`src/rtl/mem_access_pkg.sv`:
```
// Shared encodings for the load/store initiator: access sizes, error codes,
// FSM states and the default ROM/RAM boundary.
package mem_access_pkg;

  typedef enum logic [1:0] {
    SIZE_B = 2'b00,
    SIZE_H = 2'b01,
    SIZE_W = 2'b10,
    SIZE_X = 2'b11
  } size_e;

  typedef enum logic [1:0] {
    ERR_NONE  = 2'b00,
    ERR_ALIGN = 2'b01,
    ERR_ROM   = 2'b10
  } err_e;

  typedef enum logic [1:0] {
    IDLE  = 2'b00,
    READ  = 2'b01,
    WRITE = 2'b10,
    RESP  = 2'b11
  } state_e;

  localparam logic [31:0] ROM_LIMIT_DEFAULT = 32'h1000_0000;

  // Illegal size counts as misaligned so both share one error code.
  function automatic logic misaligned(input size_e size, input logic [1:0] offset);
    case (size)
      SIZE_B:  misaligned = 1'b0;
      SIZE_H:  misaligned = offset[0];
      SIZE_W:  misaligned = (offset != 2'b00);
      default: misaligned = 1'b1;
    endcase
  endfunction

endpackage

```
`src/rtl/mem_access_unit_lane_align.sv`:
```
// Combinational lane steering: extracts and extends a load lane, and merges a
// store lane into an existing memory word.
module lane_align
  import mem_access_pkg::*;
#(
  parameter int DATA_WIDTH = 32
) (
  input  logic [DATA_WIDTH-1:0] word_i,
  input  logic [DATA_WIDTH-1:0] wdata_i,
  input  logic [1:0]            offset_i,
  input  size_e                 size_i,
  input  logic                  unsigned_i,
  output logic [DATA_WIDTH-1:0] load_o,
  output logic [DATA_WIDTH-1:0] merge_o
);

  logic [7:0]  byte_lane;
  logic [15:0] half_lane;

  assign byte_lane = word_i[{offset_i, 3'b000} +: 8];
  assign half_lane = word_i[{offset_i[1], 4'b0000} +: 16];

  // NOTE: every output gets a default first so no path through the case infers a latch.
  always_comb begin
    load_o  = word_i;
    merge_o = word_i;
    case (size_i)
      SIZE_B: begin
        load_o = unsigned_i ? DATA_WIDTH'(byte_lane)
                            : {{(DATA_WIDTH-8){byte_lane[7]}}, byte_lane};
        merge_o[{offset_i, 3'b000} +: 8] = wdata_i[7:0];
      end
      SIZE_H: begin
        load_o = unsigned_i ? DATA_WIDTH'(half_lane)
                            : {{(DATA_WIDTH-16){half_lane[15]}}, half_lane};
        merge_o[{offset_i[1], 4'b0000} +: 16] = wdata_i[15:0];
      end
      default: merge_o = wdata_i;
    endcase
  end

endmodule

```
`src/rtl/mem_access_unit.sv`:
```
// Load/store initiator: one request at a time, word-aligned memory accesses,
// read-modify-write for sub-word stores, alignment and ROM-write rejection.
module mem_access_unit
  import mem_access_pkg::*;
#(
  parameter int                    DATA_WIDTH = 32,
  parameter logic [DATA_WIDTH-1:0] ROM_LIMIT  = DATA_WIDTH'(ROM_LIMIT_DEFAULT)
) (
  input  logic                  clk,
  input  logic                  rst_n,
  input  logic                  req_valid_i,
  output logic                  req_ready_o,
  input  logic                  req_write_i,
  input  logic [1:0]            req_size_i,
  input  logic                  req_unsigned_i,
  input  logic [DATA_WIDTH-1:0] req_addr_i,
  input  logic [DATA_WIDTH-1:0] req_wdata_i,
  output logic                  resp_valid_o,
  output logic [DATA_WIDTH-1:0] resp_rdata_o,
  output logic [1:0]            resp_err_o,
  output logic [DATA_WIDTH-1:0] mem_addr_o,
  output logic [DATA_WIDTH-1:0] mem_wdata_o,
  output logic                  mem_we_o,
  input  logic [DATA_WIDTH-1:0] mem_rdata_i
);

  state_e                state_q, state_d;
  logic [DATA_WIDTH-1:0] addr_q, addr_d;
  size_e                 size_q, size_d;
  logic                  write_q, write_d;
  logic                  unsigned_q, unsigned_d;
  logic [DATA_WIDTH-1:0] wdata_q, wdata_d;
  err_e                  err_q, err_d;
  logic [DATA_WIDTH-1:0] rdata_q, rdata_d;
  logic [DATA_WIDTH-1:0] mem_wdata_q, mem_wdata_d;

  err_e                  acc_err;
  logic [DATA_WIDTH-1:0] load_val;
  logic [DATA_WIDTH-1:0] merge_val;

  lane_align #(.DATA_WIDTH(DATA_WIDTH)) u_lane_align (
    .word_i    (mem_rdata_i),
    .wdata_i   (wdata_q),
    .offset_i  (addr_q[1:0]),
    .size_i    (size_q),
    .unsigned_i(unsigned_q),
    .load_o    (load_val),
    .merge_o   (merge_val)
  );

  // Alignment outranks the ROM check.
  always_comb begin
    acc_err = ERR_NONE;
    if (misaligned(size_e'(req_size_i), req_addr_i[1:0])) begin
      acc_err = ERR_ALIGN;
    end else if (req_write_i && (req_addr_i < ROM_LIMIT)) begin
      acc_err = ERR_ROM;
    end
  end

  always_comb begin
    state_d     = state_q;
    addr_d      = addr_q;
    size_d      = size_q;
    write_d     = write_q;
    unsigned_d  = unsigned_q;
    wdata_d     = wdata_q;
    err_d       = err_q;
    rdata_d     = rdata_q;
    mem_wdata_d = mem_wdata_q;
    case (state_q)
      IDLE: begin
        if (req_valid_i) begin
          addr_d     = req_addr_i;
          size_d     = size_e'(req_size_i);
          write_d    = req_write_i;
          unsigned_d = req_unsigned_i;
          wdata_d    = req_wdata_i;
          err_d      = acc_err;
          rdata_d    = '0;
          if (acc_err != ERR_NONE) begin
            state_d = RESP;
          end else if (req_write_i && (size_e'(req_size_i) == SIZE_W)) begin
            mem_wdata_d = req_wdata_i;
            state_d     = WRITE;
          end else begin
            state_d = READ;
          end
        end
      end
      READ: begin
        if (write_q) begin
          mem_wdata_d = merge_val;
          state_d     = WRITE;
        end else begin
          rdata_d = load_val;
          state_d = RESP;
        end
      end
      WRITE:   state_d = RESP;
      default: state_d = IDLE;
    endcase
  end

  // NOTE: state is updated with non-blocking assignments so every register samples pre-edge values.
  always_ff @(posedge clk or negedge rst_n) begin
    if (!rst_n) begin
      state_q     <= IDLE;
      addr_q      <= '0;
      size_q      <= SIZE_B;
      write_q     <= 1'b0;
      unsigned_q  <= 1'b0;
      wdata_q     <= '0;
      err_q       <= ERR_NONE;
      rdata_q     <= '0;
      mem_wdata_q <= '0;
    end else begin
      state_q     <= state_d;
      addr_q      <= addr_d;
      size_q      <= size_d;
      write_q     <= write_d;
      unsigned_q  <= unsigned_d;
      wdata_q     <= wdata_d;
      err_q       <= err_d;
      rdata_q     <= rdata_d;
      mem_wdata_q <= mem_wdata_d;
    end
  end

  // Outputs decode straight from registered state, so reset clears them at once.
  assign req_ready_o  = (state_q == IDLE);
  assign resp_valid_o = (state_q == RESP);
  assign resp_rdata_o = (state_q == RESP) ? rdata_q : '0;
  assign resp_err_o   = (state_q == RESP) ? err_q : ERR_NONE;
  assign mem_we_o     = (state_q == WRITE);
  assign mem_addr_o   = {addr_q[DATA_WIDTH-1:2], 2'b00};
  assign mem_wdata_o  = mem_wdata_q;

endmodule

```
`config.mk`:
```
export PLATFORM = sky130hd
export DESIGN_NAME = mem_access_unit
export DESIGN_NICKNAME = d
export VERILOG_FILES = /design/src/rtl/mem_access_pkg.sv /design/src/rtl/mem_access_unit_lane_align.sv /design/src/rtl/mem_access_unit.sv
export SDC_FILE = /design/constraint.sdc
export NUM_CORES = 1
export LEC_CHECK = 0
export ABC_AREA = 1
export CORE_ASPECT_RATIO = 0.75
export CORE_MARGIN = 3
export CORE_UTILIZATION = 28
export CTS_CLUSTER_DIAMETER = 150
export DETAILED_ROUTE_END_ITERATION = 7
export PLACE_DENSITY_LB_ADDON = 0.12
export SYNTH_ARGS = -nofsm -noshare
export SYNTH_HDL_FRONTEND = slang
export SYNTH_SLANG_ARGS = --single-unit
```
`constraint.sdc`:
```
create_clock -name clk -period 1.9 [get_ports clk]
set_clock_uncertainty 0.2 [all_clocks]
set_input_delay 0.285 -clock clk [delete_from_list [all_inputs] [get_ports clk]]
set_output_delay 0.285 -clock clk [all_outputs]
set_load 0.005 [all_outputs]
```
# Yosys cells after proc, flatten, opt, wreduce, memory -nomap -nowiden
# Index checks and enable logic that the tools add are counted.
classes:
  n_addsub: 2
  n_mul: 0
  n_div: 0
  order_cmp: 1
  eq_ne: 11
  shifts: 6
  muxes: 24
  n_bitwise: 0
  reduce_logical: 11
op_table:
  columns: ["cell", "n"]
  rows:
  - ["32-bit 2-to-1 mux", 9]
  - ["32-bit case mux with 2 select lines", 4]
  - ["32-bit bitwise mux", 2]
  - ["32-bit by 29-bit less-than comparator with 1-bit output, second input constant", 1]
  - ["16-bit by 7-bit variable shift with 32-bit output, first input constant", 1]
  - ["8-bit by 7-bit variable shift with 32-bit output, first input constant", 1]
  - ["16-bit by 7-bit variable part select with 32-bit output", 1]
  - ["32-bit by 6-bit variable part select with 16-bit output", 1]
  - ["32-bit by 6-bit variable part select with 8-bit output", 1]
  - ["8-bit by 7-bit variable part select with 32-bit output", 1]
  - ["5-bit negator with 7-bit output", 2]
  - ["2-bit 2-to-1 mux", 6]
  - ["2-bit inequality test, second input constant", 4]
  - ["2-bit by 1-bit equality test with 1-bit output, second input constant", 3]
  - ["2-bit equality test, second input constant", 3]
  - ["2-bit logical NOT", 3]
  - ["2-bit case mux with 3 select lines", 1]
  - ["2-bit nonzero test", 3]
  - ["5-bit AND reduction", 1]
  - ["1-bit case mux with 3 select lines", 1]
  - ["3-bit AND reduction", 1]
  - ["1-bit logical AND", 2]
  - ["2-bit by 1-bit inequality test with 1-bit output, second input constant", 1]
  - ["2-bit AND reduction", 1]
  - ["1-bit 2-to-1 mux", 1]
word_totals:
  reg_bits: 136
  latch_bits: 0
  ramBits: 0
  rom_bits: 0
  in_bits: 103
  output_inout_bits: 101
  word_cells: 64
  n_memories: 0

# Logic depth before layout (Yosys ltp)
# Gate-level depths: netlist (run 1).
logic_depth:
  ltp_word: 8
  ltp_mapped: 12
  ltp_nobuf: 10

# Cells and area by module
# From an unflattened synthesis (run 1), not the netlist that was laid out.
hier_totals:
  cells_unflattened: 1190
  hier_area_um2: 8319.2
by_module_without_submodules:
  columns: ["mod", "instances", "cells_each", "area_per_inst_um2", "seq_area_each_um2"]
  rows:
  - ["mem_access_unit", 1, 789, 6377.4, 3403.3]
  - ["lane_align", 1, 401, 1941.9, 0.0]

# Least setup slack after synthesis (run 1)
# OpenSTA, ideal clock, no wires.
synth_path:
  kind: "register -> register"
  from: "reg addr_q[1]"
  to: "reg mem_wdata_q[17] (netlist: mem_wdata_o[17])"
  setup_ns: 0.065
  arrival_time_ns: 1.833
  required_time_ns: 1.635
  path_slack_ns: -0.198
  stages_incl_launch_ff: 13
  n_path_buf: 2
  synth_period_minus_slack_ns: 2.098
  cell_sequence: "dfrtp_1 buf_2 inv_2 buf_2 ha_1 inv_1 nor2_1 nand2_1 a21oi_1 nor2_1 nor2_1 nand2_1 nand2_1"
synth_via:
  elab_chain_cells: 6
  word_cells_on_any_way: 11
  cone_classes: "add/sub (2); shift (4); mux (5)"
synth_lines:
  columns: ["item", "line_no", "rtl"]
  rows:
  - ["start, declared", "mem_access_unit.sv:28", "logic [DATA_WIDTH-1:0] addr_q, addr_d;"]
  - ["start signal, assigned", "mem_access_unit.sv:119", "addr_q <= addr_d;"]
  - ["5-bit negator with 7-bit output (on tied branches)", "mem_access_unit_lane_align.sv:36, mem_access_unit_lane_align.sv:31", null]
  - ["16-bit by 7-bit variable part select with 32-bit output, or another cell as far along", "mem_access_unit_lane_align.sv:36", "merge_o[{offset_i[1], 4'b0000} +: 16] = wdata_i[15:0];"]
  - ["32-bit bitwise mux (on tied branches)", "mem_access_unit_lane_align.sv:36, mem_access_unit_lane_align.sv:31", null]
  - ["32-bit case mux with 2 select lines (*)", "mem_access_unit_lane_align.sv:27", "case (size_i)"]
  - ["32-bit 2-to-1 mux (*)", "mem_access_unit.sv:92", "if (write_q) begin"]
  - ["32-bit case mux with 2 select lines (*)", "mem_access_unit.sv:71", "case (state_q)"]
  - ["end signal, assigned", "mem_access_unit.sv:126", "mem_wdata_q <= mem_wdata_d;"]
  - ["end, declared", "mem_access_unit.sv:35", "logic [DATA_WIDTH-1:0] mem_wdata_q, mem_wdata_d;"]
# Every way passes the cells marked *; elsewhere a longest branch is shown, timed or not. The select of a mux whose other input is x is not followed.
# A chain may end at the register's enable or synchronous reset.

# Worst setup path after layout (run 1)
layout_path:
  from: "reg state_q[0]"
  to: "out resp_rdata_o[30]"
layout_via:
  elab_chain_cells: 2
layout_lines:
  columns: ["item", "line_no", "rtl"]
  rows:
  - ["start, declared", "mem_access_unit.sv:27", "state_e state_q, state_d;"]
  - ["start signal, assigned", "mem_access_unit.sv:118", "state_q <= state_d;"]
  - ["2-bit equality test", "mem_access_unit.sv:133", "assign resp_rdata_o = (state_q == RESP) ? rdata_q : '0;"]
  - ["32-bit 2-to-1 mux", "mem_access_unit.sv:133", null]
  - ["end, declared", "mem_access_unit.sv:19", "output logic [DATA_WIDTH-1:0] resp_rdata_o,"]
# No other way between the ends.

==> results of run 1 <==
cells in the mapped netlist, drive strengths merged:
library cell / n
a21boi: 1
a21o: 2
a21oi: 81
buf: 66
clkbuf: 41
clkinv: 2
conb: 1
dfrtp: 136
ha: 9
inv: 104
nand2: 515
nand3: 59
nand3b: 2
nand4: 32
nor2: 94
nor3: 3
o2111ai: 1
o211ai: 9
o21a: 1
o21ai: 93
or2: 3
worst max-delay path by stage:
stage | slack, ns | cells after the start | end | from
floorplan | 0.02 | 12 | mem_wdata_o[24] | addr_q[1]
global placement | -0.21 | 8 | mem_wdata_o[18] | req_write_i
detailed placement | -0.25 | 8 | mem_wdata_o[15] | req_write_i
CTS | -0.17 | 6 | resp_rdata_o[28] | state_q[0]
global route | -0.24 | 10 | rdata_q[2] | state_q[1]
finish | -0.19 | 6 | resp_rdata_o[30] | state_q[0]
state kept, by name, summed over array words and instances, names as in the netlist:
| signal | count |
|---|---|
| rdata_q | 32 |
| write_q | 1 |
| state_q | 2 |
| unsigned_q | 1 |
| mem_wdata_o | 32 |
| wdata_q | 32 |
| addr_q | 32 |
| err_q | 2 |
| size_q | 2 |
cell families after synthesis:
| kind of cell | after synthesis | synth area share, % |
|---|---|---|
| AND/OR/NAND/NOR | 708 | 34.4 |
| flip-flops | 136 | 40.8 |
| other | 1 | 0.0450 |
| buffers and inverters | 213 | 11.7 |
| adder cells (fa/ha/maj) | 9 | 1.35 |
| AO/OA/AOI/OAI | 188 | 11.7 |
through the flow:
stage          util, %  setup TNS [ns]  instance area (um2)
2_1_floorplan        -               0                 8380
3_3_place_gp      38.1          -12.29                11100
3_5_place_dp      38.1          -13.09                11100
4_1_cts           42.0          -12.85                12300
5_1_grt           44.6          -20.28                13000
6_report          44.6          -14.19                13000
where the power goes:
group / total, mW / internal, mW / switching (mW)
Combinational: 14.1 / 6.54 / 7.52
Clock: 3.42 / 2.01 / 1.41
Sequential: 5.34 / 4.19 / 1.15
routing by layer:
| layer | vias up | global-route usage, % | share of wire (%) |
|---|---|---|---|
| met1 | 4258 | 31.6 | 49 |
| met2 | 327 | 30.9 | 42 |
| li1 | 4413 | - | - |
| met5 | - | 0 | 0 |
| met3 | 27 | 4.43 | 7.1 |
| met4 | 0 | 4.91 | 1.4 |
worst max-delay path, delay by kind of cell, from the launching register on:
| family | cells | cell delay [ns] |
|---|---|---|
| DFF | 1 | 0.45 |
| buffers and inverters | 4 | 0.45 |
| adders and majority gates | 1 | 0.20 |
| and+or+nand+nor | 1 | 0.07 |
cell type report:
| cell class | count | share of cell area, % |
|---|---|---|
| multi-input cells | 908 | 35.3 |
| clock inverters | 12 | 1.07 |
| well taps | 392 | 3.77 |
| clock buffers | 19 | 3.48 |
| inverters | 106 | 3.22 |
| flip-flops and latches | 136 | 26.2 |
| repair buffers | 320 | 27.0 |
repair_timing:
action,in CTS,in global routing
buffers inserted,11,14
endpoints found under the hold margin,136,0
gates resized for setup,260,158
pin swaps,5,31
gates cloned,10,5
setup endpoints to repair,99,163
hold buffers,1,0
==> flow_summary.json, run 1 <==
{
  "status": "complete, but fails checks",
  "cts_root_buf": "clkbuf_16",
  "antenna_found_initial": 0,
  "timing.final.hold_violations": 0,
  "cts_max_level": 4,
  "r2r-start": "state_q[1]",
  "grt-ovfl-total": 0,
  "rows": 54,
  "yosys.area.top_type": "dfrtp_1",
  "pre_cts_ws_ns": -0.252,
  "yosysSeqAreaShare_pct": 40.8,
  "cts_tree": "built",
  "powerDensity_nw_per_um2": 1750,
  "fill_cells": 3022,
  "fp.coreArea_um2": 29200,
  "setup_ws_ns": -0.187,
  "final_cell_mix": "436 x nand2_1, 152 x clkdlybuf4s50_1, 135 x dfrtp_1",
  "vdd_drop_max_mv": 0.978,
  "multi_input_area_um2": 4590,
  "worst_setup_path_end_kind": "output pin",
  "p_total_mw": 22.8,
  "drc": 0,
  "cp.arrival_ns": 1.60,
  "synthDominantCellAreaShare_pct": 40.8,
  "dpl.cell_count": 1828,
  "ys_seq_elements": 136,
  "drt_iter0_markers": 805,
  "wl_per_cell_um": 18.1,
  "io_pins": 204,
  "grt_pass1_wl_mm": 51.4,
  "violations": "setup timing",
  "r2r_setup_slack_ns": -0.17,
  "slew_viol_final": 0,
  "clock_path_buffers": 2,
  "dr.pass1.iters": 6,
  "clk_latency_ns": 0.44,
  "critical_path.max_stage_delay_ns": 0.45,
  "syn_inst": 1255,
  "ys_warn_count": 0,
  "cap_violations": 0,
  "crit_required_ns": 1.41,
  "crit_slowest_cell": "dfrtp_2",
  "grt_max_degree": 49,
  "routed_wl_mm": 34.3,
  "fmax_mhz": 479,
  "track_usage_pct": 21.1,
  "stdcell_count": 1893,
  "fin_hold_ws_ns": 0.0984,
  "dp_hpwl_mm": 23.7,
  "synth.distinct_cells": 30,
  "worstPathMaxFanout": 8,
  "rsz0062_at_grt": "yes",
  "initial_utilization_pct": 28.6,
  "grt_pass1_vias": 8480,
  "criticalPathCategory": "reg -> out",
  "cts_buffers": 17,
  "port_buffers": 201,
  "reg2reg_depth": 10,
  "syn_area_per_cell_um2": 6.64,
  "worstPathCellList": "ha_4 -> buf_12 -> buf_16 -> nand2_2 -> inv_2 -> buf_2",
  "seq_area_um2": 3400,
  "die_h_um": 155,
  "post-route-period-util_pct": 110,
  "leakagePower_nw": 6.74,
  "via_per_inst": 4.77,
  "clock_sinks": 136,
  "critPathLaunchType": "register",
  "fin_nets": 1601,
  "dieArea_um2": 31900,
  "area_delta_synth_final_pct": 56.1,
  "gp_congestion": 0.887,
  "hold_class": "in -> async",
  "diodes": 0,
  "dr_total_vias": 9025,
  "die_w_um": 205,
  "drive_gt1_share_pct": 23.3,
  "ys_top_cells_by_area": "dfrtp_1 41%, nand2_1 23%, a21oi_1 4.9%, o21ai_0 4.8%, inv_1 4.4%",
  "antenna_left": 0,
  "synth_area_um2": 8340,
  "final_common_cell": "nand2_1",
  "clk_pin_slew_worst_paths_ns": 0.07,
  "r2r-end": "rdata_q[12]",
  "finalCriticalPeriod_ns": 2.09,
  "setup-violations-final": 101
}
Note: power is estimated with default switching activity, not from simulation.
==> run 2, diff against run 1 <==
--- a/config.mk
+++ b/config.mk
@@ -6,6 +6,7 @@
 export NUM_CORES = 1
 export LEC_CHECK = 0
 export ABC_AREA = 1
+export CAP_MARGIN = 30
 export CORE_ASPECT_RATIO = 0.75
 export CORE_MARGIN = 3
 export CORE_UTILIZATION = 28
==> results of run 2 <==
The final DEF is identical to that of run 1; final timing and power are the same.
==> run 3, diff against run 2 <==
--- a/config.mk
+++ b/config.mk
@@ -12,7 +12,7 @@
 export CORE_UTILIZATION = 28
 export CTS_CLUSTER_DIAMETER = 150
 export DETAILED_ROUTE_END_ITERATION = 7
-export PLACE_DENSITY_LB_ADDON = 0.12
+export PLACE_DENSITY = 0.64
 export SYNTH_ARGS = -nofsm -noshare
 export SYNTH_HDL_FRONTEND = slang
 export SYNTH_SLANG_ARGS = --single-unit
==> run 3 against run 2 <==
Effect of this change:
- the run still ends with setup timing left
- sequential cell count did not move
- worst setup slack got worse by 0.16 ns
- global-route usage fell by 0.52 points
- final area fell by 0.33%
- sequential share of layout area rose by 0.076 points
- critical path depth rose by 2
==> flow_summary.json, run 3 (synthesis gave the netlist of run 1 again) <==
{
  "final_cell_mix": "471 x nand2_1, 162 x clkdlybuf4s50_1, 136 x dfrtp_1",
  "cts_buffers": 17,
  "fin_nets": 1606,
  "r2r-start": "state_q[1]",
  "dr.pass1.iters": 5,
  "grt-ovfl-total": 0,
  "clock_path_buffers": 2,
  "final_common_cell": "nand2_1",
  "crit_top_cell": "buf_12",
  "fp.coreArea_um2": 29200,
  "drc": 0,
  "powerDensity_nw_per_um2": 1740,
  "routed_wl_mm": 35.3,
  "r2r_setup_slack_ns": -0.25,
  "clk_pin_slew_worst_paths_ns": 0.06,
  "violations": "setup timing",
  "via_per_inst": 4.92,
  "die_w_um": 205,
  "dr_total_vias": 9353,
  "timing.final.hold_violations": 0,
  "setup-violations-final": 143,
  "port_buffers": 201,
  "fin_hold_ws_ns": 0.173,
  "place_area_um2": 11100,
  "worst_setup_path_end_kind": "output pin",
  "cp-endpoint": "resp_rdata_o[7]",
  "dieArea_um2": 31900,
  "cp.arrival_ns": 1.76,
  "criticalPathCategory": "reg -> out",
  "cts_max_level": 4,
  "stdcell_count": 1900,
  "post-route-util_pct": 44.4,
  "vdd_drop_max_mv": 0.840,
  "crit_required_ns": 1.41,
  "drive_gt1_share_pct": 22.6,
  "area_delta_synth_final_pct": 55.6,
  "tightest_slew_ns": 0.502,
  "finalCriticalPeriod_ns": 2.25,
  "reg2reg_depth": 12,
  "r2r-end": "mem_wdata_o[24]",
  "cp-startpoint": "state_q[1]",
  "worstPathCellList": "ha_4 -> buf_12 -> buf_16 -> buf_12 -> buf_12 -> nand2_2 -> inv_1 -> buf_2",
  "cts_tree": "built",
  "rsz0062_at_grt": "yes",
  "grt_max_degree": 57,
  "setup_ws_ns": -0.349,
  "slew_headroom_pct": 66.5,
  "grt_pass1_wl_mm": 50.7,
  "slew_viol_final": 0,
  "dpl.cell_count": 1822,
  "track_usage_pct": 20.6,
  "wl_per_cell_um": 18.6,
  "tns_ns": -21.50,
  "worstPathMaxFanout": 6,
  "antenna_found_initial": 1,
  "rows": 54,
  "crit_slowest_cell": "dfrtp_1",
  "gp_congestion": 0.935,
  "die_h_um": 155,
  "antenna_left": 0,
  "design_area_um2": 13000,
  "cap_violations": 0,
  "fmax_mhz": 445,
  "critical_path.max_stage_delay_ns": 0.41,
  "dp_hpwl_mm": 23.5,
  "clock_sinks": 136,
  "hold_class": "in -> reg",
  "critPathLaunchType": "register",
  "grt_pass1_vias": 8871,
  "post-route-period-util_pct": 118,
  "initial_utilization_pct": 28.6,
  "io_pins": 204,
  "cts_root_buf": "clkbuf_16",
  "status": "complete, but fails checks",
  "drt_iter0_markers": 876,
  "clk_latency_ns": 0.44,
  "leakagePower_nw": 6.57
}
==> run 3: how the worst min path moves through the flow <==
stage                   from  cells past startpoint  slack (ns)          to
6_report       req_addr_i[5]                      3        0.17   addr_q[5]
5_1_grt        req_addr_i[4]                      3        0.18   addr_q[4]
4_1_cts        req_addr_i[5]                      3        0.15   addr_q[5]
3_5_place_dp           rst_n                      1        0.07  rdata_q[7]
3_3_place_gp           rst_n                      1        0.06  rdata_q[7]
2_1_floorplan          rst_n                      0       -0.21   addr_q[0]
==> run 3: layout make-up <==
class                   count  area, um2
repair inverters            1       11.3
clock inverters            13        146
flip-flops and latches    136       3400
clock buffers              19        443
inverters                 106        444
repair buffers            325       3520
fillers                  2928      16200
diodes                      1       2.50
multi-input cells         907       4510
well taps                 392        490
==> run 3: timing repair <==
item | 4_1_cts | 5_1_grt
hold endpoints to repair | 98 | 0
buffers inserted | 14 | 14
pin swaps | 4 | 31
setup endpoints to repair | 95 | 150
cloned | 7 | 11
hold buffers | 1 | 0
resized for setup | 253 | 139
==> run 3: layer usage <==
layer | GRT usage (%) | wire, um
met3 | 6.53 | 3650
met5 | 0 | 0
met2 | 30.7 | 15400
met1 | 28.9 | 15900
met4 | 5.04 | 432
==> run 3: per-stage QoR <==
stage	total power, mW	setup slack, ns
finish	22.5	-0.349
detailed placement	15.9	-0.256
floorplan	11.3	0.0241
global route	24.1	-0.401
global placement	15.7	-0.167
CTS	20.7	-0.371
==> run 3: critical path, delay by kind of cell, from the launching register on <==
kind,cells,cell delay (ns)
buf+inv,6,0.66
flops,1,0.41
fa+ha+maj,1,0.20
simple gates,1,0.05
==> run 3: power by group <==
group | switching (mW) | total [mW] | internal [mW]
Combinational | 7.57 | 13.9 | 6.37
Clock | 1.41 | 3.39 | 1.98
Sequential | 1.02 | 5.21 | 4.19
Total | 10.0 | 22.5 | 12.5
